## config.mk

```make
export PLATFORM = sky130hd
export DESIGN_NAME = ctrl_seq
export DESIGN_NICKNAME = d
export VERILOG_FILES = /design/src/rtl/ctrl_seq.sv
export SDC_FILE = /design/constraint.sdc
export NUM_CORES = 1
export LEC_CHECK = 0
export ABC_AREA = 1
export CORE_ASPECT_RATIO = 1.75
export CORE_UTILIZATION = 47
export CTS_CLUSTER_DIAMETER = 100
export DETAILED_ROUTE_END_ITERATION = 16
export MAX_ROUTING_LAYER = met4
export PLACE_DENSITY = 0.83
export SETUP_SLACK_MARGIN = 0.05
export SLEW_MARGIN = 20
export SYNTH_ARGS = -nofsm -noshare
export SYNTH_HDL_FRONTEND = slang
export SYNTH_SLANG_ARGS = --single-unit
```

## constraint.sdc

```tcl
create_clock -name clock -period 2.3 [get_ports clock]
set_clock_uncertainty 0.15 [all_clocks]
set_input_delay 0.23 -clock clock [delete_from_list [all_inputs] [get_ports clock]]
set_output_delay 0.23 -clock clock [all_outputs]
set_load 0.01 [all_outputs]
```

## src/rtl/ctrl_seq.sv

```systemverilog
// ctrl_seq: multi-cycle control sequencer for the simple-viii core.
// Fetches an opcode, optionally one operand word, then drives memory,
// address-register, ALU, register-file and bus-mux controls. Every memory
// wait is bounded by a timeout that parks the sequencer in a sticky FAULT.
module ctrl_seq #(
    parameter int DATA_BUS_WIDTH = 8,
    parameter int REG_SEL_W      = 2,
    parameter int ALU_OP_W       = 2,
    parameter int MEM_TIMEOUT    = 15
) (
    input  logic                      clock,
    input  logic                      reset,
    input  logic [DATA_BUS_WIDTH-1:0] bus_data_in,
    input  logic                      mem_op_done,
    input  logic [3:0]                alu_flags,
    output logic [1:0]                mem_op,
    output logic                      addr_sel,
    output logic                      pc_inc,
    output logic                      addr_load,
    output logic [ALU_OP_W-1:0]       alu_op,
    output logic                      reg_we,
    output logic [REG_SEL_W-1:0]      reg_sel_in,
    output logic [REG_SEL_W-1:0]      reg_sel_1,
    output logic [REG_SEL_W-1:0]      reg_sel_2,
    output logic                      mux_sel,
    output logic                      retire,
    output logic                      halted,
    output logic                      fault
);
    localparam int W     = DATA_BUS_WIDTH;
    localparam int R     = REG_SEL_W;
    localparam int A     = ALU_OP_W;
    localparam int CNT_W = (MEM_TIMEOUT > 0) ? $clog2(MEM_TIMEOUT + 1) : 1;
    localparam logic [CNT_W-1:0] CNT_LIM = CNT_W'(MEM_TIMEOUT);

    localparam logic [1:0] MEM_IDLE  = 2'b00;
    localparam logic [1:0] MEM_READ  = 2'b01;
    localparam logic [1:0] MEM_WRITE = 2'b10;

    typedef enum logic [2:0] {
        S_FETCH, S_DECODE, S_EXEC_ALU, S_OPERAND, S_EXEC_MEM, S_HALT, S_FAULT
    } state_t;

    state_t           r_state, w_next;
    logic [W-1:0]     r_ir;
    logic [CNT_W-1:0] r_cnt;
    logic [3:0]       r_flags;

    // Opcode fields
    logic [1:0]   w_cls;
    logic [A-1:0] w_aop;
    logic [R-1:0] w_ra, w_rb;
    logic         w_store, w_all_ones, w_mem_state, w_timeout, w_unused;

    assign w_cls      = r_ir[W-1 -: 2];
    assign w_aop      = r_ir[W-3 -: A];
    assign w_ra       = r_ir[2*R-1 -: R];
    assign w_rb       = r_ir[R-1:0];
    assign w_store    = r_ir[W-3];
    assign w_all_ones = &r_ir;
    // Flags are captured for debug visibility only; gaps in wide opcodes are spare.
    assign w_unused   = ^{r_flags, r_ir};

    assign w_mem_state = (r_state == S_FETCH) || (r_state == S_OPERAND) ||
                         (r_state == S_EXEC_MEM);
    // Done at the limit cycle still wins, so the timeout requires done low.
    assign w_timeout   = (MEM_TIMEOUT != 0) && w_mem_state && !mem_op_done &&
                         (r_cnt == CNT_LIM);

    // State, instruction register, wait counter and debug flag capture
    always_ff @(posedge clock or posedge reset) begin
        if (reset) begin
            r_state <= S_FETCH;
            r_ir    <= '0;
            r_cnt   <= '0;
            r_flags <= '0;
        end else begin
            r_state <= w_next;
            r_flags <= alu_flags;
            if (r_state == S_FETCH && mem_op_done)
                r_ir <= bus_data_in;
            if (w_next != r_state)
                r_cnt <= '0;
            else if (MEM_TIMEOUT != 0 && w_mem_state && !mem_op_done)
                r_cnt <= r_cnt + CNT_W'(1);
        end
    end

    // Next state and control outputs; reset forces every control low
    always_comb begin
        w_next     = r_state;
        mem_op     = MEM_IDLE;
        addr_sel   = 1'b0;
        pc_inc     = 1'b0;
        addr_load  = 1'b0;
        alu_op     = '0;
        reg_we     = 1'b0;
        reg_sel_in = '0;
        reg_sel_1  = '0;
        reg_sel_2  = '0;
        mux_sel    = 1'b0;
        retire     = 1'b0;
        halted     = 1'b0;
        fault      = 1'b0;
        if (!reset) begin
            case (r_state)
                S_FETCH: begin
                    mem_op = MEM_READ;
                    if (mem_op_done) begin
                        pc_inc = 1'b1;
                        w_next = S_DECODE;
                    end else if (w_timeout) begin
                        w_next = S_FAULT;
                    end
                end
                S_DECODE: begin
                    case (w_cls)
                        2'b00:   w_next = S_EXEC_ALU;
                        2'b01,
                        2'b10:   w_next = S_OPERAND;
                        default: begin
                            if (w_all_ones) begin
                                w_next = S_HALT;
                            end else begin
                                retire = 1'b1;
                                w_next = S_FETCH;
                            end
                        end
                    endcase
                end
                S_EXEC_ALU: begin
                    alu_op     = w_aop;
                    reg_sel_1  = w_ra;
                    reg_sel_2  = w_rb;
                    reg_sel_in = w_ra;
                    reg_we     = 1'b1;
                    retire     = 1'b1;
                    w_next     = S_FETCH;
                end
                S_OPERAND: begin
                    mem_op = MEM_READ;
                    if (mem_op_done) begin
                        pc_inc = 1'b1;
                        if (w_cls == 2'b01) begin
                            reg_sel_in = w_ra;
                            mux_sel    = 1'b1;
                            reg_we     = 1'b1;
                            retire     = 1'b1;
                            w_next     = S_FETCH;
                        end else begin
                            addr_load = 1'b1;
                            w_next    = S_EXEC_MEM;
                        end
                    end else if (w_timeout) begin
                        w_next = S_FAULT;
                    end
                end
                S_EXEC_MEM: begin
                    addr_sel = 1'b1;
                    if (w_store) begin
                        mem_op    = MEM_WRITE;
                        reg_sel_1 = w_ra;
                    end else begin
                        mem_op = MEM_READ;
                    end
                    if (mem_op_done) begin
                        if (!w_store) begin
                            reg_sel_in = w_ra;
                            mux_sel    = 1'b1;
                            reg_we     = 1'b1;
                        end
                        retire = 1'b1;
                        w_next = S_FETCH;
                    end else if (w_timeout) begin
                        w_next = S_FAULT;
                    end
                end
                S_HALT:  halted = 1'b1;
                S_FAULT: fault  = 1'b1;
                default: w_next = S_FETCH;
            endcase
        end
    end
endmodule
```

Word level (Yosys, flattened, before mapping)
Cells that the tools add are included.
- add/subtract/negate cells: 1
- order comparisons: 0
- div/mod/pow operators: 0
- mux-type cells: 52
- multipliers: 0
- eq/ne operators: 10
- reductions and logical operators: 14
- shifts and indexed selects: 0
- bitwise operators: 0
- operator list (kind ; number):
    $mux 2 ; 13
    $mux 1 ; 22
    $mux 3 ; 7
    $pmux 3 s5 ; 1
    $eq 3x3->1 const B ; 3
    $mux 4 ; 2
    $pmux 2 s2 ; 2
    $reduce_and 8->1 ; 1
    $eq 3x2->1 const B ; 2
    $pmux 2 s3 ; 1
    $pmux 3 s2 ; 1
    $reduce_or 2->1 ; 3
    $add 4x1->4 const B ; 1
    $eq 4x4->1 const B ; 1
    $pmux 1 s4 ; 1
    $eq 3x1->1 const B ; 1
    $logic_and 1x1->1 ; 3
    $logic_not 3->1 ; 1
    $ne 3x3->1 ; 1
    $pmux 1 s3 ; 1
    $reduce_or 3->1 ; 1
    $eq 2x1->1 const B ; 1
    $eq 2x2->1 const B ; 1
    $logic_not 2->1 ; 1
    4 further kinds ; 5
- bits in read-only memories: 0
- memories kept: 0
- input port bits: 15
- bits in latches: 0
- word-level logic and storage cells: 80
- output and inout port bits: 18
- RAM bits: 0
- bits in registers: 15

Longest topological paths before layout
- depth after elaboration: 11
- depth in mapped cells: 14
- mapped depth without buffers: 13

Worst setup path after synthesis
OpenSTA, ideal clock, no wires.
- path kind: input to output
- start point: input port reset
- end point: output port reg_sel_in[0]
- arrival: 1590 ps
- stages: 6
- path slack: 330 ps
- buffers on the path: 1
- data required time: 1920 ps
- path through: inv_1 buf_1 nand2_1 o21ai_2 nand2_1 inv_1
- cells in the longest elaborated chain, start to end: 1
- ends and longest elaborated chain (what ; line ; source):
    start: declaration ; 12 ; input logic reset,
    $mux 2 ; 105 ; if (!reset) begin
    end: declaration ; 22 ; output logic [REG_SEL_W-1:0] reg_sel_in,
No other way between the ends.

Final worst setup path
- start point: register r_ir[7]
- end point: output port reg_sel_in[0]
- cells in the longest elaborated chain, start to end: 5
- ends and longest elaborated chain (what ; line ; source):
    start: declaration ; 45 ; logic [W-1:0] r_ir;
    start signal: assignment ; 81 ; r_ir <= bus_data_in;
    $eq 2x1->1 ; 144 ; if (w_cls == 2'b01) begin
    $mux 2 ; 144 ;
    $mux 2 ; 142 ; if (mem_op_done) begin
    $pmux 2 s3 ; 106 ; case (r_state)
    $mux 2 ; 105 ;
No other way between the ends.

==> reports/metrics.csv <==
stage,metric,value,unit
run_status,status,finished clean,
synthesis,Area contributors post-synth,"dfrtp_1 (33%), nor2_1 (9.8%), nand2_1 (8.5%)",
synthesis,fraction of the mapped netlist area in simple logic gates,39.89,%
timing,final slew viol count,0,
synthesis,top cell type by total area after synthesis,dfrtp_1,
clocking,clock buffer depth,2,
hold_path,hold crit path type,input pin to asynchronous set/reset pin,
setup_path,Worst Path Max Fanout,2,
drt,residual DRC count,0,
power,clock share of power,11.5,%
synthesis,share of the yosys chip area belonging to registers,32.61,%
clocking,Skew-Pair Late Insertion Delay,0.26,ns
synthesis,post-synthesis xor/xnor area fraction,2.283,%
power,Internal,1.016,mW
final_layout,Final Util,72.07,%
timing,Slew Limit Headroom,67.10,%
power,Peak VDD IR,0.6627,mV
synthesis,Yosys warning count,0,
drt,Iter 0 DRT Violations,19,
power,Net Sw Frac,47.79,%
setup_path,Setup CP Type,flop to primary output,
timing,setup TNS,0,ns
power,power density over the cells,1173,nW/µm²
timing,Final period util,95.11,%
power,overall power,1.947,mW
synthesis,combinational family with the most area after synthesis,simple AND/OR/NAND/NOR gates,
final_layout,Syn-to-layout area delta,44.13,%
drt,Antenna Nets Post-Route,0,
timing,RSZ-0062 raised after global routing,true,
setup_path,Worst Path Arrival,1.81,ns
clocking,CTS Buf Count,3,
synthesis,synth unique cells,29,
synthesis,Synth Area per Inst,7.194,µm²
clocking,CTS tree,done,
synthesis,Post-Synth Adder-Cell Area,3.261,%
synthesis,area share of the largest cell type after synthesis,32.61,%
synthesis,fraction of synthesized area in multiplexers,1.848,%
floorplanning,starting density of the core,50.00,%
final_layout,share of layout cells above drive strength 1,30.24,%
final_layout,number of diodes,0,
synthesis,Post-Syn Area,1151,µm²
drt,drt via density,5.161,
global_route,global-route total usage across every layer,26.66,%
timing,Final min period,2.188,ns
place,port bufs,28,
power,Flop pwr share,25.5,%
place,placed cell count,220,
global_route,vias in the first global route,1217,
place,DP Wirelength,2.220,mm
final_layout,Final #Nets,224,
timing,Least-Margin Pin Slew,0.4924,ns
place,routability cong.,0.9014,
setup_path,Crit. End Element,primary output,
timing,count of final setup violators,0,
clocking,clk slew on worst S/H paths,0.07,ns
timing,Final Hold Fails,0,
final_layout,"commonest cells after routing, fill and taps aside","nor2_1 (30), nand2_1 (25), buf_4 (18)",
floorplanning,Ports,33,
flow_run,max-cap viol count,0,
floorplanning,Die Span X,39.41,µm
power,static leakage,0.8877,nW
setup_path,crit path launch type,flop,
drt,average wire per cell in the routed design,12.72,µm
floorplanning,Die ar.,2659,µm²
clocking,CTS Sinks,15,
synthesis,Seq cells post-synth,15,
global_route,first-pass GRT wire length,4.878,mm
synthesis,Post-Synthesis Cells,160,
global_route,initial antenna violation count,0,
clocking,CTS HTree Levels,1,
setup_path,worst path required time,1.92,ns
synthesis,complex-gate fraction of the synthesized area,9.130,%
floorplanning,FP Rows,23,
timing,Max Freq,0.4571,GHz
power,NetSw,930.5,µW
global_route,largest net degree at the start of global routing,27,
final_layout,final cell count without fillers,230,
place,dpl ws,-0.1519,ns
global_route,remaining global-route overflow,0,
timing,post-route worst setup slack,0.1124,ns
drt,DR vias,1187,
synthesis,post-synthesis net count,178,
floorplanning,Core Footprint,2302,µm²
power,Comb power frac,63.0,%
drt,drt total wl,2.925,mm
floorplanning,chip height,67.47,µm
final_layout,"commonest non-fill, non-tap cell in the layout",nor2_1,
drt,DR pass1 iterations,4,
clocking,CTS root buf,clkbuf_8,
## final timing paths
path                            endpoint       start  slack (ns)  depth (start not counted)
setup / recovery           reg_sel_in[0]     r_ir[7]        0.11                         11
hold / removal                r_state[2]       reset        0.29                          3
setup reg to reg                r_cnt[1]  r_state[0]        0.41                         12
hold reg to reg                  r_ir[0]     r_ir[0]        0.39                          2
max in group asynchronous        r_ir[6]       reset        1.46                          3
min in group clock               r_ir[0]     r_ir[0]        0.39                          2
## registers in the layout, indices dropped and copies added (netlist names)
| name | flops |
|---|---|
| r_state | 3 |
| r_cnt | 4 |
| r_ir | 8 |
## what timing repair did
| action | CTS | global route |
|---|---|---|
| hold buffers | 0 | 0 |
| resized for setup | 22 | 12 |
| buffers inserted | 5 | 1 |
| endpoints found under the setup margin | 14 | 10 |
| pin swaps | 2 | 3 |
## cell type report
cell class                      count  area [µm²]
Clock inverter                      1       5.005
Inverter                           23       93.84
Tap cell                           25       31.28
Multi-Input combinational cell    117       705.7
Sequential cell                    15       379.1
Fill cell                         179       643.1
Timing Repair Buffer               46       402.9
Clock buffer                        3       41.29
## logic make-up (layout without fill, tap and decap cells)
group	count (synthesis)	count (layout)
and+or+nand+nor	91	91
buffers and inverters	28	73
AOI/OAI and AO/OA	18	18
DFF	15	15
adders and majority gates	3	3
xor gates and xnor gates	3	3
muxes	2	2
## stage by stage
| stage | hold slack, ns | area (µm²) |
|---|---|---|
| after floorplan | 0.2305 | 1151 |
| after global placement | 0.3721 | 1518 |
| after detailed placement | 0.3872 | 1518 |
| after CTS | 0.2705 | 1604 |
| after global routing | 0.3399 | 1659 |
| final | 0.2888 | 1659 |
## worst max-delay path, stage by stage, from the launching register on
cell and delay [ns]:
dfrtp_1 0.41, inv_2 0.09, ha_4 0.13, inv_4 0.04, nor3_4 0.17, o21bai_4 0.15
o21ai_2 0.08, o21ai_2 0.13, buf_4 0.13, nand2_1 0.05, inv_1 0.05, buf_2 0.12
## power groups by stage
stage                     clock network (mW)  logic [mW]  registers [mW]
final                                  0.224        1.23           0.497
after global routing                   0.228        1.38           0.512
after CTS                              0.224        1.17           0.475
after detailed placement                   0        1.13           0.471
after global placement                     0        1.10           0.464
after floorplan                            0       0.826           0.430
## synth_stat cells (all sizes together)
cell type  instances
nand2             35
nor2              35
inv               22
dfrtp             15
nand3             11
a21oi              8
nor3               7
o21ai              7
buf                5
ha                 3
nand4              3
xor2               3
o21bai             2
clkinv             1
mux2               1
mux2i              1
o31ai              1
## metal layers
layer | part of all wire, % | wire length [µm] | track usage, %
met1 | 38 | 1120 | 26.65
met2 | 53 | 1555 | 45.29
met3 | 4.3 | 125 | 2.961
met4 | 4.2 | 124 | 18.53
met5 | 0 | 0 | -
(Power assumes the default switching activity.)
